$ cat config.mk
export PLATFORM = sky130hd
export DESIGN_NAME = led_sel_sequencer
export DESIGN_NICKNAME = d
export VERILOG_FILES = /design/src/rtl/led_sel_sequencer.sv
export SDC_FILE = /design/constraint.sdc
export NUM_CORES = 1
export LEC_CHECK = 0
export CORE_MARGIN = 1
export CORE_UTILIZATION = 40
export CTS_CLUSTER_SIZE = 25
export DETAILED_ROUTE_END_ITERATION = 10
export SLEW_MARGIN = 25
export SYNTH_ARGS = -nofsm -noshare
export SYNTH_HDL_FRONTEND = slang
export SYNTH_SLANG_ARGS = --single-unit
$ cat constraint.sdc
create_clock -name clk_i -period 4.15 [get_ports clk_i]
set_input_delay 0.83 -clock clk_i [delete_from_list [all_inputs] [get_ports clk_i]]
set_output_delay 0.83 -clock clk_i [all_outputs]
set_load 0.02 [all_outputs]
$ cat src/rtl/led_sel_sequencer.sv
// Step/mode push-button front end that produces the 3-bit sel code for the led decoder.
// Two debounced buttons drive a MANUAL/AUTO selector with modulo-8 up/down stepping.

module led_sel_debounce #(
    parameter int DEBOUNCE_CYCLES = 4
) (
    input  logic clk_i,
    input  logic rst_i,
    input  logic din_i,
    output logic press_o
);
    localparam int CNT_W = (DEBOUNCE_CYCLES > 1) ? $clog2(DEBOUNCE_CYCLES) : 1;
    localparam logic [CNT_W-1:0] CNT_MAX = CNT_W'(DEBOUNCE_CYCLES - 1);

    logic             db_q, db_d;
    logic [CNT_W-1:0] cnt_q, cnt_d;
    logic             press_q, press_d;

    always_comb begin
        db_d    = db_q;
        cnt_d   = '0;
        press_d = 1'b0;
        if (din_i != db_q) begin
            if (cnt_q == CNT_MAX) begin
                db_d    = din_i;
                press_d = din_i;   // only the rising debounced edge is an event
            end else begin
                cnt_d = cnt_q + CNT_W'(1);
            end
        end
    end

    always_ff @(posedge clk_i) begin
        if (rst_i) begin
            db_q    <= 1'b0;
            cnt_q   <= '0;
            press_q <= 1'b0;
        end else begin
            db_q    <= db_d;
            cnt_q   <= cnt_d;
            press_q <= press_d;
        end
    end

    assign press_o = press_q;
endmodule

// state  | meaning
// MANUAL | sel steps once per debounced step press (reset state)
// AUTO   | sel steps every STEP_CYCLES cycles; step presses ignored
module led_sel_sequencer #(
    parameter int DEBOUNCE_CYCLES = 4,
    parameter int STEP_CYCLES     = 8
) (
    input  logic       clk_i,
    input  logic       rst_i,
    input  logic       btn_step_i,
    input  logic       btn_mode_i,
    input  logic       dir_i,
    output logic [2:0] sel_o,
    output logic       sel_changed_o,
    output logic       auto_mode_o
);
    localparam int PS_W = $clog2(STEP_CYCLES);
    localparam logic [PS_W-1:0] PS_MAX = PS_W'(STEP_CYCLES - 1);

    typedef enum logic {
        MANUAL = 1'b0,
        AUTO   = 1'b1
    } state_t;

    // bit 2 = dir, bit 1 = mode, bit 0 = step
    logic [2:0] sync1_q, sync2_q;

    always_ff @(posedge clk_i) begin
        if (rst_i) begin
            sync1_q <= '0;
            sync2_q <= '0;
        end else begin
            sync1_q <= {dir_i, btn_mode_i, btn_step_i};
            sync2_q <= sync1_q;
        end
    end

    logic step_press, mode_press;

    led_sel_debounce #(.DEBOUNCE_CYCLES(DEBOUNCE_CYCLES)) u_db_step (
        .clk_i   (clk_i),
        .rst_i   (rst_i),
        .din_i   (sync2_q[0]),
        .press_o (step_press)
    );

    led_sel_debounce #(.DEBOUNCE_CYCLES(DEBOUNCE_CYCLES)) u_db_mode (
        .clk_i   (clk_i),
        .rst_i   (rst_i),
        .din_i   (sync2_q[1]),
        .press_o (mode_press)
    );

    state_t          state_q;
    logic [PS_W-1:0] presc_q;
    logic [2:0]      sel_q;
    logic            sel_changed_q;
    logic [2:0]      sel_step_d;

    assign sel_step_d = sync2_q[2] ? (sel_q - 3'd1) : (sel_q + 3'd1);

    always_ff @(posedge clk_i) begin
        if (rst_i) begin
            state_q       <= MANUAL;
            presc_q       <= '0;
            sel_q         <= 3'b000;
            sel_changed_q <= 1'b0;
        end else begin
            sel_changed_q <= 1'b0;
            if (state_q == MANUAL) begin
                if (step_press) begin
                    sel_q         <= sel_step_d;
                    sel_changed_q <= 1'b1;
                end
                if (mode_press) begin
                    state_q <= AUTO;
                    presc_q <= '0;
                end
            end else begin
                // a mode press on the terminal count suppresses that step
                if (mode_press) begin
                    state_q <= MANUAL;
                    presc_q <= '0;
                end else if (presc_q == PS_MAX) begin
                    presc_q       <= '0;
                    sel_q         <= sel_step_d;
                    sel_changed_q <= 1'b1;
                end else begin
                    presc_q <= presc_q + PS_W'(1);
                end
            end
        end
    end

    assign sel_o         = sel_q;
    assign sel_changed_o = sel_changed_q;
    assign auto_mode_o   = (state_q == AUTO);
endmodule

==> results list, run 1 <==
- The flow ran to the end, and the final reports show no timing, DRC or antenna violations.
- For this block, wires on met1 add up to ~560 um.
- At the end of routability-driven placement, the weighted congestion stood at slightly below 0.7.
- Max-cap violations in this run came to 0.
- Core area: just under 0.002 mm^2
- Number of global-route vias before repair: 446
- Relative to the synthesized area, the layout overhead comes to 17.8%.
- After legalization and detailed placement, the total HPWL measured between 800 and 900 um.
- Actual slew at the worst max-slew pin: between 700 and 800 ps
- Number of gates given a new drive strength after cts: 0
- Clock slew at reported path FFs: about 120 ps
- Signal routing reaches up to met3.
- In this run the core area contains 16 standard-cell rows.
* Number of buffer and inverter instances along the worst setup path: 1
- For this design, the slowest cell found on the critical path is sky130_fd_sc_hd__clkdlybuf4s50_1.
* 1st-pass router iterations: 3
- X dimension of the die: between 40 and 50 um
- Leakage dissipation: 0.000375 uW
- During synthesis, Yosys emitted a total of 0 warnings.
* Maximum clock skew at final layout: ~2.3 ps
- Post-layout net count: around 110
- Post-CTS timing repair inserted 0 buffers for setup.
- The first global-routing pass estimated 1790 um of wire.
* Pin count of the biggest net entering global routing: 21
- The library cell used most frequently in the layout, excluding fill and tap cells, is sky130_fd_sc_hd__dfxtp_1.
- Post-Synthesis Net Count: 96
- Hold repair after CTS inserted 0 buffers.
- Effective utilization at floorplan: 0.432
- Routed length on met2: 547 um
- Wirelength per Cell: 9.37 um
- From bottom edge to top edge, the die measures ~48 um.
- The worst setup path is captured at an output port.
* Routed WL: 1140 um
- For the final routed database, the setup TNS stands at 0 ps.
* Synthesized area per cell: 10.2 um^2
- TritonCTS clock tree: yes
- Of the available clock period, the critical path in the final layout requires 0.541.
- Hold path endpoint: u_db_mode.cnt_q[0]
- Antenna fix cells: 0
- The detailed router finished its first iteration with 2 violations.
- Max-slew violation count: 0
- Final ANT Viol Nets: 0
- Along the worst hold path, the cell count comes to 1.
- Subtracting the final worst setup slack from the clock period gives around 2200 ps.
* Number of placed I/O pins: 10
- The die covers between 0.002 and 0.0025 mm^2.
* Synthesized netlist cell count: between 80 and 90
- Worst hold start: u_db_mode.cnt_q[0]
* CTS Buffer Depth: 2
* Share of layout cells above drive strength 1: 0.0526
* Worst endpoint required time: between 3000 and 4000 ps
- In this run, distinct cell masters in the synthesized netlist total 21.
* Post-layout total power: ~340 uW
* Clock sink total: 22
- Sequential fraction of the synthesis area: 0.514
- In this run the tightest slew margin relative to its limit is 0.531.
* Via density per instance: 4.60
- Worst Path Class, Setup: flip-flop to output port
- DR DRC count: 0
- Destination of the worst register-to-register timing path: sel_o[2]
* Setup slack, reg-to-reg: between 2000 and 3000 ps
- Traced cell by cell, the critical path runs through clkdlybuf4s50_1.
* Number of H-tree branching levels: 1
* Clock tree root driver cell: sky130_fd_sc_hd__clkbuf_4
* Clock latency on the worst-skew pair: approximately 300 ps
- Worst voltage drop across the vdd grid: around 0.19 mV
* Flop and latch count out of synthesis: 22
- RSZ-0062 raised after global routing: false
- Cell depth of the worst flop-to-flop path: 5
- Counting flops with a built-in enable in the synthesized netlist gives 0.
- The min-delay analysis places its worst path in the category flip-flop to flip-flop.
- Along the worst path, the maximum fanout reaches 7.
* Reg-to-Reg Start: sel_o[0]
* CP max stage delay: around 650 ps
- Total via count in the routed design: 561
- Summing every instance area after synthesis gives around 860 um^2.
* Share of flip-flops with an asynchronous set or reset after synthesis: 0
* Global-route usage over all layers: 0.115
- Upper clock frequency limit: about 0.45 GHz
- Gr ovfl total: 0
- Main synth FF type: sky130_fd_sc_hd__dfxtp_1
- Total power per unit cell area: ~340 mW/mm^2
* TritonCTS buffer count: 3
- The count of buffers added on input and output ports is 9.
- The number of antenna violations at the first check in global routing was 0.
* Most used cells in the layout excluding fill and tap cells: sky130_fd_sc_hd__dfxtp_1 (22), sky130_fd_sc_hd__clkdlybuf4s50_1 (9), sky130_fd_sc_hd__nor2_1 (8)
- STA classifies the critical path startpoint as a flip-flop.
- Cell family contributing the most delay on the critical path: buffers and inverters
- Met3 wire len: between 30 and 40 um
- Setup violations remaining at the end of the flow were counted as 0.
* Crit path arrival time: roughly 1400 ps
* Final Hold Fails: 0
[flip-flops by register name (all words and copies together) (netlist names)]
register           flops
auto_mode_o            1
sync1_q                3
presc_q                3
sync2_q                3
sel_o                  3
u_db_step.db_q         1
u_db_step.press_o      1
u_db_mode.press_o      1
u_db_step.cnt_q        2
sel_changed_o          1
u_db_mode.cnt_q        2
u_db_mode.db_q         1
[area by class of cell]
cell class	instances	area, um^2
Sequential cell	22	440
Multi-Input combinational cell	53	383
Tap cell	27	33.8
Inverter	7	26.3
Fill cell	186	972
Clock buffer	4	36.3
Timing Repair Buffer	9	90.1
[stage by stage]
| stage | hold WS, ps | area, um^2 | setup slack, ps | instances | util |
|---|---|---|---|---|---|
| after detailed placement | 418 | 973 | 1830 | 118 | 0.491 |
| after CTS | 435 | 1010 | 1890 | 122 | 0.509 |
| after floorplan | 397 | 857 | 2450 | 84 | - |
| after global routing | 459 | 1010 | 1800 | 122 | 0.509 |
| final | 436 | 1010 | 1910 | 122 | 0.509 |
| after global placement | 406 | 973 | 1880 | 118 | 0.491 |
[worst max-delay path by stage]
| stage | endpoint | slack (ps) | depth (start not counted) | from |
|---|---|---|---|---|
| finish | auto_mode_o | 1910 | 1 | auto_mode_o |
| global route | auto_mode_o | 1800 | 1 | auto_mode_o |
| CTS | auto_mode_o | 1890 | 1 | auto_mode_o |
| detailed placement | u_db_mode.cnt_q[1] | 1830 | 3 | rst_i |
| global placement | u_db_mode.cnt_q[1] | 1880 | 3 | rst_i |
| floorplan | sel_o[2] | 2450 | 5 | sel_o[0] |
[synth_stat cells (3+ instances only)]
| master | n | area (um^2) |
|---|---|---|
| sky130_fd_sc_hd__ha_1 | 6 | 75.1 |
| sky130_fd_sc_hd__inv_1 | 7 | 26.3 |
| sky130_fd_sc_hd__nor2_1 | 8 | 30.0 |
| sky130_fd_sc_hd__nor2b_1 | 7 | 43.8 |
| sky130_fd_sc_hd__nand2_1 | 4 | 15.0 |
| sky130_fd_sc_hd__a21oi_1 | 7 | 35.0 |
| sky130_fd_sc_hd__dfxtp_1 | 22 | 440 |
| sky130_fd_sc_hd__mux2i_1 | 3 | 30.0 |
| sky130_fd_sc_hd__or3_1 | 4 | 25.0 |
[where the power goes]
group / switching [uW] / total [uW] / internal [uW]
clock network: 63.2 / 117 / 53.5
registers: 1.33 / 216 / 214
logic: 4.74 / 10.9 / 6.14
[per-layer routing]
metal	global-route usage	vias to the layer above
met1	0.136	254
met5	0	-
met4	0.0667	0
li1	-	299
met2	0.176	8
met3	0.0444	0
[kinds of logic after synthesis]
group,count (synthesis),share of synthesized area
buffers and inverters,9,0.0394
AND/OR/NAND/NOR,30,0.209
AO/OA/AOI/OAI,10,0.0613
XOR/XNOR,3,0.0307
flip-flops,22,0.514
adder cells (fa/ha/maj),7,0.111
multiplexers,3,0.0350
Power figures use the tool's default switching activity.
==> run 2: changes to the inputs <==
==> constraint.sdc (replaced) <==
create_clock -name clk_i -period 2.3 [get_ports clk_i]
set_input_delay 0.46 -clock clk_i [delete_from_list [all_inputs] [get_ports clk_i]]
set_output_delay 0.46 -clock clk_i [all_outputs]
set_load 0.02 [all_outputs]
==> run 2 against run 1 <==
Count of clock-buffer cells in the layout is 1 lower; register-to-register slack worse by 1800 ps; global-route usage is 0.69 points higher; critical path depth stayed put; critical path type unchanged; largest cell class unchanged.
==> results list, run 2 (same netlist as run 1, synthesis figures left out) <==
* Minimum setup slack after placement: around 550 ps
* Worst endpoint required time: approximately 1800 ps
- Number of buffers inserted for hold repair after clock tree synthesis: 0
- Post-layout net count: between 100 and 150
- Buffers placed on the I/O ports in this run total 9.
- RSZ-0062 raised after global routing: false
* Number of antenna violations at the first check in global routing: 0
- The initial utilization of the core area, before any placement, comes to 0.432.
- Walking the worst path, the cells encountered are clkdlybuf4s50_1.
- Number of instances in the placed design: roughly 120
- Share of layout cells above drive strength 1: 0.0625
* Period Utilization, post-route: 0.815
- Buffers added to address setup during post-CTS repair amount to 0.
- TritonCTS clock tree: yes
- The layout has roughly 180 filler cells.
* Total via count in the routed design: about 580
- Summed over all nets, the half-perimeter wirelength after detailed placement is around 830 um.
- The area growth from synthesis to layout is 20.6%.
- Final period demand of the worst path: 1880 ps
- The tightest min-delay check is of the flip-flop to flip-flop type.
- For this run, the slowest stage of the critical path takes about 650 ps.
- Gr ovfl total: 0
* Actual slew at the worst max-slew pin: between 400 and 500 ps
* Number of placed I/O pins: 10
- Clock latency on the worst-skew pair: around 310 ps
- Final setup viols: 0
* Number of cells on the worst hold path: 1
- The die covers between 0.002 and 0.0025 mm^2.
- Most used cells in the layout excluding fill and tap cells: sky130_fd_sc_hd__dfxtp_1 (22), sky130_fd_sc_hd__clkdlybuf4s50_1 (9), sky130_fd_sc_hd__nor2_1 (8)
* 1st-pass router iterations: 4
- Antenna fix cells: 0
* Clock slew at reported path FFs: 120 ps
* Global-route wire length before repair: about 1900 um
* Total power per unit cell area: ~700 mW/mm^2
* Global-route usage over all layers: 0.122
- The number of failing hold endpoints at the final stage was 0.
- In this run the vertical extent of the chip is 48.3 um.
- The tool flagged a number of max-cap violations equal to 0.
- Of all nets on the critical path, the largest fanout is 7.
* Worst Setup Start Kind: flip-flop
- The die is ~48 um wide.
* Routed WL: 1160 um
- Wirelength per Cell: between 9 and 10 um
- Dividing the detail-routed via count by the number of cells gives about 4.7.
* Number of buffer and inverter instances along the worst setup path: 1
- The number of global-route vias before repair came to between 400 and 500.
- Worst setup slack after layout: 424 ps
- Cell family contributing the most delay on the critical path: buffers and inverters
- Leading cell type in the layout, fill and taps excluded: sky130_fd_sc_hd__dfxtp_1
* Worst voltage drop across the vdd grid: ~0.6 mV
* Clock tree root driver cell: sky130_fd_sc_hd__clkbuf_4
* DR DRC count: 0
- The run finished with clean final reports.
- Setup TNS: 0 ps
- Data arrives at the worst endpoint at around 1400 ps.
- No sink is reached through more buffers than the 2 on the longest clock path.
- Maximum clock skew at final layout: 3.23 ps
* Setup slack, reg-to-reg: between 600 and 700 ps
- The worst setup path is captured at an output port.
* Clock sink total: 22
- The setup path with the least slack is of type flip-flop to output port.
- Site Rows: 16
- After layout, the design draws a total of 704 uW.
* Final weighted congestion of routability-driven global placement: approximately 0.68
* Core area: between 0.0015 and 0.002 mm^2
* Filler-free cell count of the finished design: 123
- Headroom to the max-slew limit: 0.716
- Final ANT Viol Nets: 0
- For this design the static power due to leakage is 0.000387 uW.
* Number of H-tree branching levels: 1
* Cell with the largest stage delay on the worst path: sky130_fd_sc_hd__clkdlybuf4s50_1
- Pin count of the biggest net entering global routing: 14
* Upper clock frequency limit: approximately 0.53 GHz
- In this run, post-CTS repair resized a total of 0 instances.
- The first routing iteration left 7 violations.
- Max-slew violation count: 0
- Final core utilization: 0.521
* Number of logic stages on the critical path including buffering: 1
* Cell depth of the worst flop-to-flop path: 5
- In this run, CTS created clock tree buffers numbering 3.
## run 2: cell type report
class / count / area (um^2) / area share
Tap cell: 27 / 33.8 / 0.0327
Inverter: 7 / 26.3 / 0.0254
Timing Repair Buffer: 10 / 97.6 / 0.0944
Clock inverter: 1 / 30.0 / 0.0291
Clock buffer: 3 / 22.5 / 0.0218
Multi-Input combinational cell: 53 / 383 / 0.370
Sequential cell: 22 / 440 / 0.426
## run 2: routing by layer
layer | GRT usage | share of wire | vias to the layer above
met3 | 0.0444 | 0.035 | 3
li1 | - | - | 304
met1 | 0.157 | 0.49 | 259
met2 | 0.184 | 0.45 | 13
met5 | 0 | 0 | -
met4 | 0.0500 | 0.016 | 0
## run 2: through the flow
step                hold WS (ps)  cell area (um^2)
floorplan                    397               857
global placement             406               981
detailed placement           412               981
CTS                          430              1030
global route                 441              1030
finish                       427              1030
## run 2: worst register-to-register path, stage by stage (launching register included)
cell and delay [ps]:
sky130_fd_sc_hd__dfxtp_1 380, sky130_fd_sc_hd__inv_1 70, sky130_fd_sc_hd__fa_1 430, sky130_fd_sc_hd__xor2_1 160
sky130_fd_sc_hd__or4_1 390, sky130_fd_sc_hd__a21oi_1 140
## run 2: where the power goes
| part | total, uW | leakage [uW] | internal (uW) | switching, uW |
|---|---|---|---|---|
| clock network | 294 | 0.0000279 | 176 | 118 |
| registers | 389 | 0.000179 | 387 | 2.44 |
| logic | 20.5 | 0.000180 | 12.1 | 8.41 |
| total | 704 | 0.000387 | 575 | 129 |
## run 2: worst paths after layout
| path | endpoint | startpoint |
|---|---|---|
| worst max-delay path | auto_mode_o | auto_mode_o |
| worst min register to register | u_db_step.cnt_q[0] | u_db_step.cnt_q[0] |
| worst min-delay path | u_db_step.cnt_q[0] | u_db_step.cnt_q[0] |
| worst max register to register | sel_o[2] | sel_o[0] |
==> run 3: changes to the inputs <==
==> constraint.sdc (replaced) <==
create_clock -name clk_i -period 1.65 [get_ports clk_i]
set_input_delay 0.33 -clock clk_i [delete_from_list [all_inputs] [get_ports clk_i]]
set_output_delay 0.33 -clock clk_i [all_outputs]
set_load 0.02 [all_outputs]
==> run 3 against run 2 <==
Power increased by 14%; routed wire length rose by 4.0%; clock skew is 2.2 ps higher; clock power shrank 22%; sequential power is 40% higher; count of clock-buffer cells in the layout did not move; worst setup slack got worse by 350 ps; combinational power up 52%; highest routed layer is now met3; core utilization fell by 0.51 points; worst hold slack improved by 4.2 ps.
==> results list, run 3 (same netlist as run 1, synthesis figures left out) <==
- Upper clock frequency limit: 0.633 GHz
- Relative to the synthesized area, the layout overhead comes to 19.4%.
* Cell family contributing the most delay on the critical path: buffers and inverters
- Post-layout total power: between 800 and 900 uW
- Clock slew at reported path FFs: ~110 ps
- Entering global routing, the biggest net connects 12 pins.
- Die H: 48.3 um
- Setup repair after global routing left no endpoint under its margin.
- Actual slew at the worst max-slew pin: between 200 and 300 ps
- Counting cells, the worst reg-to-reg path comes to 5.
* Maximum clock skew at final layout: ~5.4 ps
- The worst setup path is captured at an output port.
- The worst-case IR drop observed on VDD is around 0.42 mV.
* Headroom to the max-slew limit: 0.806
- OpenSTA, run right after detailed placement, puts the worst setup slack at 56.2 ps.
* Leakage dissipation: around 0.0004 uW
- The number of max-slew violations in the final report came to 0.
- Final weighted congestion of routability-driven global placement: just over 0.7
- Switch Pwr: roughly 160 uW
- Clock Power Share: 0.286
* Period Utilization, post-route: 0.957
- Final Hold Fails: 0
- After routing, the total negative slack on setup checks comes to 0 ps.
- Type of the most critical hold path: flip-flop to flip-flop
- Data arrives at the worst endpoint at approximately 1300 ps.
- The layout has 181 filler cells.
- The total overflow left after global routing is 0.
* Number of antenna violations at the first check in global routing: 0
* Clock sink total: 22
- For this block, the routed nets add up to about 1200 um of wire.
* Share of layout cells above drive strength 1: 0.115
- Together, buffers and inverters on the worst path number 1.
- Cell with the largest stage delay on the worst path: sky130_fd_sc_hd__clkdlybuf4s50_1
* CTS Buffer Depth: 2
* Count of input and output buffers: 9
- Via density per instance: between 4 and 5
- Max cap viols: 0
- Effective utilization at floorplan: 0.432
* Clock tree root driver cell: sky130_fd_sc_hd__clkbuf_4
* Leading cell type in the layout, fill and taps excluded: sky130_fd_sc_hd__dfxtp_1
- Final period demand of the worst path: between 1500 and 2000 ps
* Worst Setup Start Kind: flip-flop
- Of the total power, combinational logic draws 0.039.
- Clock latency on the worst-skew pair: about 300 ps
- Along the worst path, the maximum fanout reaches 4.
* Post-CTS setup repair buffer count: 0
* Number of placed I/O pins: 10
- Switching share of power: 0.200
- Number of global-route vias before repair: between 400 and 500
* Number of logic stages on the critical path including buffering: 1
- In this run the horizontal extent of the chip is approximately 48 um.
* Global-route usage over all layers: 0.123
- Wirelength per Cell: roughly 9.8 um
- Iteration-0 DRC count of the detailed router: 13
* Number of H-tree branching levels: 1
- Across all layers, the routed design uses 582 vias.
* Most used cells in the layout excluding fill and tap cells: sky130_fd_sc_hd__dfxtp_1 (20), sky130_fd_sc_hd__nor2_1 (8)
* Worst setup slack after layout: approximately 70 ps
- TritonCTS built the clock tree.
* Final setup viols: 0
- Internal Power: approximately 640 uW
- Row generation in the floorplan step produced 16 rows.
- Total power per unit cell area: about 780 mW/mm^2
- Antenna fix cells: 0
- The first global-routing pass estimated between 1500 and 2000 um of wire.
- TritonCTS buffer count: 3
* CP cell instances: clkdlybuf4s50_1
- The wire-length estimate of the detail-placed layout is between 800 and 900 um.
* Number of cells on the worst hold path: 1
- The critical path is of the flip-flop to output port type.
* Outcome: finished, final reports clean
- Area of the die: 0.00233 mm^2
- 1st-pass router iterations: 4
* Sequential share of power: 0.676
- In the routed design, unresolved DRC markers number 0.
- Post-layout net count: 110
* Final core utilization: 0.516
- Core area: just under 0.002 mm^2
- STA puts the critical path data required time at 1320 ps.
* Final ANT Viol Nets: 0
* CP max stage delay: 600 ps
## run 3: cell count changes in the layout (fill, tap and decap cells not counted), sizes merged
cell,before,now
buf,1,2
bufinv,1,0
clkdlybuf4s50,9,7
dlygate4sd2,0,1
dlymetal6s2s,0,1
## run 3: final cells by class
type                       instances  area, um^2  share of cell area
timing repair buffer              11         106               0.104
clock buffer                       3        22.5              0.0220
inverter                           7        26.3              0.0257
multi-input combinational         53         392               0.383
tap                               27        33.8              0.0330
sequential                        22         443               0.433
## run 3: per-layer routing
metal / part of all wire / vias up / wire, um / track usage
li1: - / 305 / - / -
met1: 0.47 / 267 / 569 / 0.145
met2: 0.49 / 10 / 589 / 0.192
met3: 0.038 / 0 / 46 / 0.0444
met4: 0 / 0 / 0 / 0.0667
met5: 0 / - / 0 / 0
## run 3: final timing paths
kind	from	end	slack, ps
min reg2reg	u_db_step.cnt_q[0]	u_db_step.cnt_q[0]	430
max reg2reg	sel_o[0]	sel_o[2]	110
min	u_db_step.cnt_q[0]	u_db_step.cnt_q[0]	430
max	sel_o[0]	sel_o[0]	70
## run 3: power by group through the flow
| stage | registers [uW] | logic [uW] | clock network [uW] |
|---|---|---|---|
| 6_report | 543 | 31.1 | 229 |
| 5_1_grt | 544 | 34.2 | 273 |
| 4_1_cts | 543 | 31.6 | 248 |
| 3_5_place_dp | 555 | 31.4 | 0 |
| 3_3_place_gp | 555 | 31.3 | 0 |
| 2_1_floorplan | 554 | 16.1 | 0 |
## run 3: stage by stage
stage                     area [um^2]  hold WS, ps  instances
after floorplan                   860          397         84
after global routing             1020          456        123
after CTS                        1010          432        123
after global placement            991          406        120
final                            1020          431        123
after detailed placement          991          416        120
## run 3: timing repair
| item | 4_1_cts | 5_1_grt |
|---|---|---|
| pin swaps | 0 | 1 |
| setup endpoints to repair | 1 | 2 |
| resized for setup | 1 | 4 |
| hold buffers | 0 | 0 |
